$ cat src/rtl/timeset_ctrl.sv
// ---------------------------------------------------------------------------
// timeset_ctrl
//   Time-set control for the watch datapath. A cursor walks over NUM_FIELDS
//   adjustable fields plus IDLE (cursor 0). It is driven by debounced button
//   pulses or by valid-qualified UART command bytes. It supports:
//   - forward and reverse cursor movement
//   - auto-repeat of inc/dec while one of those buttons is held
//   - an inactivity timeout that returns the cursor to IDLE
//
// Ports
//   clk, rst          clock, asynchronous active-high reset
//   tick              1-cycle timebase strobe
//   btn_move/back/inc/dec/clear
//                     1-cycle debounced command pulses
//   inc_held/dec_held debounced hold levels, used for auto-repeat
//   rx_valid, rx_data UART command byte; the byte is used only while valid
//   field_sel         cursor: 0 = IDLE, k = field k
//   adj_active        high when field_sel != 0
//   inc/dec/clear     1-cycle action pulses to the selected field
//   timeout           1-cycle pulse when inactivity forces IDLE
//
// All outputs are registered. An action seen in cycle N appears in cycle N+1.
// ---------------------------------------------------------------------------
module timeset_ctrl #(
  parameter int         NUM_FIELDS    = 3,
  parameter int         SEL_W         = 2,
  parameter logic [7:0] CMD_MOVE      = 8'h52,
  parameter logic [7:0] CMD_BACK      = 8'h42,
  parameter logic [7:0] CMD_INC       = 8'h55,
  parameter logic [7:0] CMD_DEC       = 8'h44,
  parameter logic [7:0] CMD_CLEAR     = 8'h4C,
  parameter int         REPEAT_DELAY  = 500,
  parameter int         REPEAT_RATE   = 100,
  parameter int         TIMEOUT_TICKS = 10000
) (
  input  logic             clk,
  input  logic             rst,
  input  logic             tick,
  input  logic             btn_move,
  input  logic             btn_back,
  input  logic             btn_inc,
  input  logic             btn_dec,
  input  logic             btn_clear,
  input  logic             inc_held,
  input  logic             dec_held,
  input  logic             rx_valid,
  input  logic [7:0]       rx_data,
  output logic [SEL_W-1:0] field_sel,
  output logic             adj_active,
  output logic             inc,
  output logic             dec,
  output logic             clear,
  output logic             timeout
);

  localparam int RPT_MAX = (REPEAT_DELAY > REPEAT_RATE) ? REPEAT_DELAY : REPEAT_RATE;
  localparam int RPT_W   = $clog2(RPT_MAX + 1);
  localparam int TO_W    = $clog2(TIMEOUT_TICKS + 1);

  localparam logic [SEL_W-1:0] LAST_FIELD = SEL_W'(NUM_FIELDS);
  localparam logic [RPT_W-1:0] DELAY_M1   = RPT_W'(REPEAT_DELAY - 1);
  localparam logic [RPT_W-1:0] RATE_M1    = RPT_W'(REPEAT_RATE - 1);
  localparam logic [TO_W-1:0]  TO_M1      = TO_W'(TIMEOUT_TICKS - 1);

  // Command bit order: 0 move, 1 back, 2 inc, 3 dec, 4 clear.
  // This order is also the priority order.
  localparam logic [4:0][7:0] CMD_CODES = {CMD_CLEAR, CMD_DEC, CMD_INC, CMD_BACK, CMD_MOVE};

  typedef enum logic [2:0] {
    ACT_NONE, ACT_MOVE, ACT_BACK, ACT_INC, ACT_DEC, ACT_CLEAR
  } action_t;

  logic [SEL_W-1:0] field_sel_reg, field_sel_next;
  logic             adj_active_reg;
  logic             inc_reg, inc_next;
  logic             dec_reg, dec_next;
  logic             clear_reg, clear_next;
  logic             timeout_reg, timeout_next;
  logic [RPT_W-1:0] hold_cnt_reg, hold_cnt_next;
  logic             repeating_reg, repeating_next;
  logic [TO_W-1:0]  idle_cnt_reg, idle_cnt_next;

  logic [4:0] btn_vec;
  logic [4:0] cmd_vec;
  action_t    action;
  logic       sel_illegal;
  logic       repeat_fire;
  logic       expire;

  assign btn_vec = {btn_clear, btn_dec, btn_inc, btn_back, btn_move};

  // A command comes from its button pulse or from a matching valid byte.
  genvar gi;
  generate
    for (gi = 0; gi < 5; gi++) begin : g_cmd
      assign cmd_vec[gi] = btn_vec[gi] | (rx_valid && (rx_data == CMD_CODES[gi]));
    end
  endgenerate

  // An illegal cursor value can only occur when the select width
  // leaves unused codes.
  generate
    if ((2 ** SEL_W) - 1 > NUM_FIELDS) begin : g_illegal
      assign sel_illegal = (field_sel_reg > LAST_FIELD);
    end else begin : g_no_illegal
      assign sel_illegal = 1'b0;
    end
  endgenerate

  always_comb begin
    action = ACT_NONE;
    if (cmd_vec[0])      action = ACT_MOVE;
    else if (cmd_vec[1]) action = ACT_BACK;
    else if (cmd_vec[2]) action = ACT_INC;
    else if (cmd_vec[3]) action = ACT_DEC;
    else if (cmd_vec[4]) action = ACT_CLEAR;
  end

  always_comb begin
    field_sel_next = field_sel_reg;
    inc_next       = 1'b0;
    dec_next       = 1'b0;
    clear_next     = 1'b0;
    timeout_next   = 1'b0;
    hold_cnt_next  = hold_cnt_reg;
    repeating_next = repeating_reg;
    idle_cnt_next  = idle_cnt_reg;
    repeat_fire    = 1'b0;
    expire         = 1'b0;

    if (sel_illegal) begin
      field_sel_next = '0;
      hold_cnt_next  = '0;
      repeating_next = 1'b0;
      idle_cnt_next  = '0;
    end else if (field_sel_reg == '0) begin
      hold_cnt_next  = '0;
      repeating_next = 1'b0;
      idle_cnt_next  = '0;
      case (action)
        ACT_MOVE:  field_sel_next = SEL_W'(1);
        ACT_BACK:  field_sel_next = LAST_FIELD;
        ACT_CLEAR: clear_next     = 1'b1;
        default:   ;
      endcase
    end else begin
      // Auto-repeat. The counter restarts after every pulse. The first
      // pulse uses REPEAT_DELAY as its target; later pulses use REPEAT_RATE.
      if (inc_held == dec_held) begin
        hold_cnt_next  = '0;
        repeating_next = 1'b0;
      end else if (tick) begin
        if (hold_cnt_reg >= (repeating_reg ? RATE_M1 : DELAY_M1)) begin
          hold_cnt_next  = '0;
          repeating_next = 1'b1;
          repeat_fire    = 1'b1;
        end else begin
          hold_cnt_next = hold_cnt_reg + RPT_W'(1);
        end
      end

      if (tick) begin
        if (idle_cnt_reg >= TO_M1) expire = 1'b1;
        else                       idle_cnt_next = idle_cnt_reg + TO_W'(1);
      end

      // An explicit action outranks both a repeat pulse and an expiry.
      // The hold counter keeps its timing when its pulse is dropped.
      case (action)
        ACT_MOVE: begin
          field_sel_next = (field_sel_reg == LAST_FIELD) ? '0 : field_sel_reg + SEL_W'(1);
          hold_cnt_next  = '0;
          repeating_next = 1'b0;
          idle_cnt_next  = '0;
        end
        ACT_BACK: begin
          field_sel_next = field_sel_reg - SEL_W'(1);
          hold_cnt_next  = '0;
          repeating_next = 1'b0;
          idle_cnt_next  = '0;
        end
        ACT_INC: begin
          inc_next      = 1'b1;
          idle_cnt_next = '0;
        end
        ACT_DEC: begin
          dec_next      = 1'b1;
          idle_cnt_next = '0;
        end
        ACT_CLEAR: begin
          clear_next    = 1'b1;
          idle_cnt_next = '0;
        end
        default: begin
          if (repeat_fire) begin
            inc_next      = inc_held;
            dec_next      = dec_held;
            idle_cnt_next = '0;
          end else if (expire) begin
            field_sel_next = '0;
            timeout_next   = 1'b1;
            idle_cnt_next  = '0;
            hold_cnt_next  = '0;
            repeating_next = 1'b0;
          end
        end
      endcase
    end
  end

  always_ff @(posedge clk or posedge rst) begin
    if (rst) begin
      field_sel_reg  <= '0;
      adj_active_reg <= 1'b0;
      inc_reg        <= 1'b0;
      dec_reg        <= 1'b0;
      clear_reg      <= 1'b0;
      timeout_reg    <= 1'b0;
      hold_cnt_reg   <= '0;
      repeating_reg  <= 1'b0;
      idle_cnt_reg   <= '0;
    end else begin
      field_sel_reg  <= field_sel_next;
      adj_active_reg <= (field_sel_next != '0);
      inc_reg        <= inc_next;
      dec_reg        <= dec_next;
      clear_reg      <= clear_next;
      timeout_reg    <= timeout_next;
      hold_cnt_reg   <= hold_cnt_next;
      repeating_reg  <= repeating_next;
      idle_cnt_reg   <= idle_cnt_next;
    end
  end

  assign field_sel  = field_sel_reg;
  assign adj_active = adj_active_reg;
  assign inc        = inc_reg;
  assign dec        = dec_reg;
  assign clear      = clear_reg;
  assign timeout    = timeout_reg;

endmodule

$ cat config.mk
export PLATFORM = sky130hd
export DESIGN_NAME = timeset_ctrl
export DESIGN_NICKNAME = d
export VERILOG_FILES = /design/src/rtl/timeset_ctrl.sv
export SDC_FILE = /design/constraint.sdc
export NUM_CORES = 1
export LEC_CHECK = 0
export ABC_CLOCK_PERIOD_IN_PS = 2150
export CAP_MARGIN = 15
export CORE_UTILIZATION = 37
export DETAILED_ROUTE_END_ITERATION = 10
export GPL_ROUTABILITY_DRIVEN = 0
export PLACE_DENSITY = 0.61
export SYNTH_ARGS = -nofsm -noshare
export SYNTH_HDL_FRONTEND = slang
export SYNTH_SLANG_ARGS = --single-unit
$ cat constraint.sdc
create_clock -name clk -period 2.15 [get_ports clk]
set_input_delay 0.43 -clock clk [delete_from_list [all_inputs] [get_ports clk]]
set_output_delay 0.43 -clock clk [all_outputs]
set_load 0.01 [all_outputs]
== Word-level counts from Yosys, hierarchy flattened ==
Cells that the tools add are included.
Operators by class
  add/sub/neg operators: 4
  $lt $le $gt $ge: 2
  eq/ne operators: 13
  multiplexer cells: 50
  bitwise operators: 5
  reduce and logical (&&, ||, !) cells: 14
Operators by type and width (number)
  2-to-1 mux 14 bit: 6
  2-to-1 mux 9 bit: 7
  == test 8 x 7 -> 1 bit (second input constant): 5
  2-to-1 mux 1 bit: 22
  case mux 9 bit (2 select lines): 1
  2-to-1 mux 3 bit: 5
  adder 14 x 1 -> 14 bit (second input constant): 1
  >= comparator 14 bit (second input constant): 1
  adder 9 x 1 -> 9 bit (second input constant): 1
  >= comparator 9 bit: 1
  2-to-1 mux 2 bit: 4
  OR reduction 4 bit: 2
  == test 3 x 2 -> 1 bit (second input constant): 2
  == test 3 bit (second input constant): 2
  case mux 1 bit (2 select lines): 3
  case mux 2 bit (3 select lines): 1
  logical AND 1 bit: 5
  inequality test 5 x 3 -> 1 bit (second input constant): 1
  bitwise OR 1 bit: 5
  nonzero test 5 bit: 1
  OR reduction 5 bit: 1
  case mux 2 bit (2 select lines): 1
  == test 3 x 1 -> 1 bit (second input constant): 1
  OR reduction 3 bit: 1
  8 further kinds: 8
Word-level totals
  register bits after elaboration: 31
  bits of input ports: 19
  logic and storage cells: 97

== Longest topological paths before layout ==
  word-level depth: 13
  mapped depth: 8
  gate-level depth less buffers: 7

== Worst setup path before layout ==
Ideal clock, no wire load.
  kind: reg2reg
  start: register field_sel_reg[0] (netlist: field_sel[0])
  end: register idle_cnt_reg[12]
  library setup time: 65 ps
  data arrival time: 2115 ps
  required time: 2085 ps
  path slack: -30 ps
  stages on the path, launching flop included: 8
  path buffers: 1
  cells stage by stage: dfrtp_1 > inv_1 > ha_1 > a2111oi_4 > nand3_2 > or3_1 > buf_2 > o21ba_1
On the way
  longest elaborated chain between the ends: 3
  elaborated cells on any way between the ends: 5
  those cells by class: eq/ne (1); mux (1); reduce/logical (3)
Ends and longest elaborated chain
  from (decl): line 73  | logic [SEL_W-1:0] field_sel_reg, field_sel_next;
  from (signal assigned): line 223  | field_sel_reg <= field_sel_next;
  zero test 2 bit (*): line 136  | end else if (field_sel_reg == '0) begin
  inequality test 5 x 3 -> 1 bit (no source line) / nonzero test 5 bit (equally long branches)
  AND reduction 2 bit (no source line)
  to (signal assigned): line 231  | idle_cnt_reg <= idle_cnt_next;
  to (decl): line 81  | logic [TO_W-1:0] idle_cnt_reg, idle_cnt_next;
Mark *: on every way between the ends. The rest lies on a longest branch, timed or not.
A chain may end at the register's enable or synchronous reset.

== Final worst setup path ==
  start: input rx_data[0]
  end: register idle_cnt_reg[5]
On the way
  longest elaborated chain between the ends: 12
  elaborated cells on any way between the ends: 31
  those cells by class: eq/ne (11); mux (7); bitwise (5); reduce/logical (8)
Ends and longest elaborated chain
  from (decl): line 47  | input logic [7:0] rx_data,
  == test 8 x 7 -> 1 bit: line 96  | assign cmd_vec[gi] = btn_vec[gi] | (rx_valid && (rx_data == CMD_CODES[gi]));
  logical AND 1 bit: line 96
  bitwise OR 1 bit: line 96
  2-to-1 mux 3 bit: line 116  | else if (cmd_vec[4]) action = ACT_CLEAR;
  2-to-1 mux 3 bit: line 115  | else if (cmd_vec[3]) action = ACT_DEC;
  2-to-1 mux 3 bit: line 114  | else if (cmd_vec[2]) action = ACT_INC;
  2-to-1 mux 3 bit: line 113  | else if (cmd_vec[1]) action = ACT_BACK;
  2-to-1 mux 3 bit (*): line 112  | if (cmd_vec[0]) action = ACT_MOVE;
  == test 3 bit (tied with other cells): line 169  | case (action)
  OR reduction 5 bit (no source line) (*)
  inequality test 5 x 3 -> 1 bit (no source line) (tied with other cells)
  AND reduction 2 bit (no source line) / 2-to-1 mux 14 bit (equally long branches)
Marks and branches as above.

==> results summary <==
The tool flagged a number of max-cap violations equal to 0. Summing the areas of all xor and xnor instances in the mapped netlist gives about 6.5% of the synthesized area. The worst vdd rail ir drop came out at slightly above 0.5 mV. At the later pin of the worst-skew pair, clock insertion delay measures 0.28 ns.

Per report_power, the combinational group accounts for 26.2% of the total. The maximum single-stage delay on the critical path is 0.46 ns. The number of enable flip-flop cells after synthesis is 0. The most critical setup path has its endpoint at idle_cnt_reg[5]. The largest net degree at the start of global routing is 32. The capturing element type of the critical path is a flop. The placeable core region came out at 4817 µm². The all-layer global routing usage is 18.89%. The fraction of the mapped netlist area in compound gates came out at 17.18%.

Synthesis inferred 31 register bits. Setup repair after global routing could not meet its margin everywhere. The final worst-path cycle share came out at between 90% and 100%.

On the critical path, the stage with the largest delay is an instance of sky130_fd_sc_hd__clkdlybuf4s50_1. The cell internal power dissipation came out at 1.214 mW. The first-pass GRT wire length came out at between 7 and 8 mm.

Row generation in the floorplan step produced 25 rows. The fraction of power consumed by the clock network is 35.5%. The die area is around 5400 µm². The number of antenna violations at the first check in global routing was 0. The worst register-to-register path has a depth of 8. The worst setup slack after placement came out at -0.2990 ns. The most critical setup path has its startpoint at rx_data[0].

The final worst slack came out at 0.04210 ns. The number of cells produced by synthesis is 207. The post-layout net count is 302. The die span in x came out at 73.67 µm.

The post-route cell area is between 2000 and 3000 µm². The root buffer cell chosen for the clock tree is sky130_fd_sc_hd__clkbuf_8. The highest clock frequency the design can meet came out at around 0.47 GHz. The first-pass detailed-route iteration total is 4.

The footprint of the flip-flops and latches is 775.7 µm². The critical path is of the input pin to flop type. The violation count after the first detailed-routing iteration came out at 63.

The fraction of layout cells with a size suffix above 1 came out at 23.47%. The via count came out at 1797. The residual overflow from global routing came out at 0.

For this run, design rule violations remaining after detail routing come to 0. The detail route stage leaves a number of antenna-violating nets equal to 0. In this run the critical register-to-register path is captured at adj_active. In this run the number of cells on the critical path is 8.

The post-synthesis to final-layout area growth came out at 43.52%. In this run the critical register-to-register path is launched from hold_cnt_reg[0]. The number of top-level pins is 26. The count of yosys warnings during synthesis came out at 0. The flow ran to the end, and the final reports show no timing, DRC or antenna violations. The mux cell area share after synthesis is ~1.1%. In this run, distinct cell masters in the synthesized netlist total between 50 and 60. The adder-cell share of the synthesized area is approximately 4.6%. Summing all placed instances gives a cell area of 2489 µm². Walking the worst path, the cells encountered are clkdlybuf4s50_1, and3b_1, o2111ai_1, buf_4, nand3_2, or3_4, buf_6, nor2_1. The flip-flop count of the largest register after layout came out at 14. The TritonCTS clock tree is built. The switching power is 0.4524 mW.

Clock skew on the completed layout was measured at 0.004600 ns. The sequential fraction of design power came out at 38.3%. STA classifies the critical path startpoint as an input pin. The arrival time of data at the critical path endpoint is 2.33 ns. Dividing the detail-routed via count by the number of cells gives 5.224.

The total buffers and inverters traversed by the critical path is 3. The count of buffers inserted at the top-level ports is 25. For this design the static power due to leakage is 1.222 nW. The area of the multi-input gates is roughly 1100 µm². Summing the areas of all and, or, nand and nor instances in the mapped netlist gives 26.60% of the synthesized area. The share of the Yosys chip area taken by registers is 40.82%. The final setup violation count is 0.

The switching power share of the total is 27.15%. The worst path needs 2.108 ns of the cycle, external delays included. The final hold violation count is 0. The count of filler cells inserted in the layout is 465. The mean instance size in the synthesized netlist came out at about 9.2 µm². For this design the ratio of total power to cell area is ~610 nW/µm². The required time at the worst-slack endpoint is 2.37 ns. The TritonCTS buffer count is 5. The longest clock path from root to sink contains 2 buffers. For this block, the routed nets add up to 4.490 mm of wire. The post-synthesis net count is 233. By area, the combinational part of the netlist is dominated by simple AND/OR/NAND/NOR gates. The vertical die dimension came out at ~74 µm. The maximum level of the CTS H-tree came out at 2. The highest fanout seen on the critical path came out at 5. The number of max-slew violations in the final report is 0. The fraction of registers with async set or reset after synthesis is 100.0%. The worst-margin pin slew is 0.5019 ns. The wire length per cell after detailed routing came out at 13.05 µm.

The number of sinks driven by the clock tree is 31. The tightest min-delay check is of the input pin to asynchronous set/reset pin type. The utilization of the core after routing came out at 56.62%.

The dominant synthesized flop cell is sky130_fd_sc_hd__dfrtp_1. The number of global-route vias before repair is 1769. The clock transition at the registers of the reported paths came out at 0.06 ns. The initial core utilization is 39.45%. The detailed placement HPWL came out at 3.424 mm. The cell area after technology mapping came out at 1901 µm². The minimum hold slack is 0.5180 ns. The family of cells with the greatest summed delay on the critical path is simple AND/OR/NAND/NOR gates. The register-to-register setup slack is between 0.1 and 0.15 ns. The number of antenna diodes came out at 0. The tightest slew margin relative to the limit came out at 66.40%.
==> area by class of cell <==
type,count,share of cell area [%]
inverter,10,1.376
sequential,31,28.44
timing repair buffer,66,21.19
clock inverter,2,1.284
multi-input combinational,162,41.61
tap,67,3.073
clock buffer,6,3.028
==> synthesized netlist by cell type (2+ instances only) <==
cell	count	share of area [%]
sky130_fd_sc_hd__o211ai_1	2	0.79
sky130_fd_sc_hd__a21o_1	2	0.79
sky130_fd_sc_hd__a22o_1	2	0.92
sky130_fd_sc_hd__nand2_1	21	4.1
sky130_fd_sc_hd__or3_1	3	0.99
sky130_fd_sc_hd__nand4_1	8	2.6
sky130_fd_sc_hd__nand3_1	10	2.6
sky130_fd_sc_hd__and3_1	2	0.66
sky130_fd_sc_hd__a31oi_1	2	0.66
sky130_fd_sc_hd__inv_1	10	2.0
sky130_fd_sc_hd__a221o_1	2	1.1
sky130_fd_sc_hd__a41oi_1	2	0.92
sky130_fd_sc_hd__a21oi_1	9	2.4
sky130_fd_sc_hd__ha_1	7	4.6
sky130_fd_sc_hd__nand3b_1	2	0.79
sky130_fd_sc_hd__a211o_1	2	0.92
sky130_fd_sc_hd__xor2_1	8	3.7
sky130_fd_sc_hd__o22ai_1	2	0.66
sky130_fd_sc_hd__a211oi_1	3	1.2
sky130_fd_sc_hd__dfrtp_1	31	41
sky130_fd_sc_hd__nor4_1	7	2.3
sky130_fd_sc_hd__nor2_1	30	5.9
sky130_fd_sc_hd__nor3_1	3	0.79
sky130_fd_sc_hd__xnor2_1	6	2.8
sky130_fd_sc_hd__o41ai_1	2	0.92
==> kinds of logic (layout without fill, tap and decap cells) <==
logic type,after synthesis,in the layout
mux,2,2
simple gates,98,98
fa+ha+maj,7,7
flops,31,31
xor+xnor,14,14
compound gates,41,41
buf+inv,14,84
==> layer usage <==
layer	part of all wire [%]	vias to the layer above	GRT usage, %	wire length [µm]
met4	1.3	0	8.547	60
met1	47	851	23.40	2132
met2	47	33	31.19	2127
met5	0	-	0	0
met3	3.8	6	4.390	170
li1	-	907	-	-
==> stage by stage <==
stage	TNS [ns]	instances	power (mW)
6_report	0	344	1.666
5_1_grt	-0.1199	344	1.758
4_1_cts	0	341	1.666
3_5_place_dp	-6.558	332	1.067
3_3_place_gp	-4.827	332	1.064
2_1_floorplan	0	207	0.8808
==> power groups by stage <==
stage / clock, mW / sequential (mW) / combinational [mW]
after floorplan: 0 / 0.658 / 0.223
after CTS: 0.609 / 0.637 / 0.420
final: 0.592 / 0.638 / 0.436
after global placement: 0 / 0.647 / 0.417
after detailed placement: 0 / 0.649 / 0.419
after global routing: 0.630 / 0.641 / 0.486
==> layout by cell type (no fill, tap or decap), types with 3 or more instances in the layout <==
master,Yosys,final
sky130_fd_sc_hd__a211oi_1,3,3
sky130_fd_sc_hd__a21oi_1,9,9
sky130_fd_sc_hd__buf_4,0,39
sky130_fd_sc_hd__clkbuf_8,0,6
sky130_fd_sc_hd__clkdlybuf4s50_1,0,20
sky130_fd_sc_hd__dfrtp_1,31,31
sky130_fd_sc_hd__dlymetal6s2s_1,0,5
sky130_fd_sc_hd__ha_1,7,7
sky130_fd_sc_hd__inv_1,10,10
sky130_fd_sc_hd__nand2_1,21,21
sky130_fd_sc_hd__nand3_1,10,10
sky130_fd_sc_hd__nand4_1,8,8
sky130_fd_sc_hd__nor2_1,30,27
sky130_fd_sc_hd__nor3_1,3,3
sky130_fd_sc_hd__nor4_1,7,6
sky130_fd_sc_hd__xnor2_1,6,6
sky130_fd_sc_hd__xor2_1,8,8
==> what timing repair did <==
| action | in CTS | in global routing |
|---|---|---|
| endpoints found under the setup margin | 3 | 24 |
| pin swaps | 1 | 3 |
| buffers inserted | 1 | 3 |
| resized for setup | 1 | 18 |
| hold buffers | 0 | 0 |
==> how the worst min path moves through the flow <==
stage	to	cells after the start	slack, ns	startpoint
after floorplan	idle_cnt_reg[13]	2	0.47	idle_cnt_reg[13]
after global placement	idle_cnt_reg[13]	2	0.48	idle_cnt_reg[13]
after detailed placement	idle_cnt_reg[13]	2	0.51	idle_cnt_reg[13]
after CTS	idle_cnt_reg[13]	2	0.52	idle_cnt_reg[13]
after global routing	hold_cnt_reg[5]	3	0.56	rst
final	hold_cnt_reg[4]	3	0.52	rst
==> tightest hold or removal path: stages <==
cell	delay [ns]
sky130_fd_sc_hd__clkdlybuf4s50_1	0.39
sky130_fd_sc_hd__inv_1	0.05
sky130_fd_sc_hd__buf_4	0.35
Power figures use the tool's default switching activity.
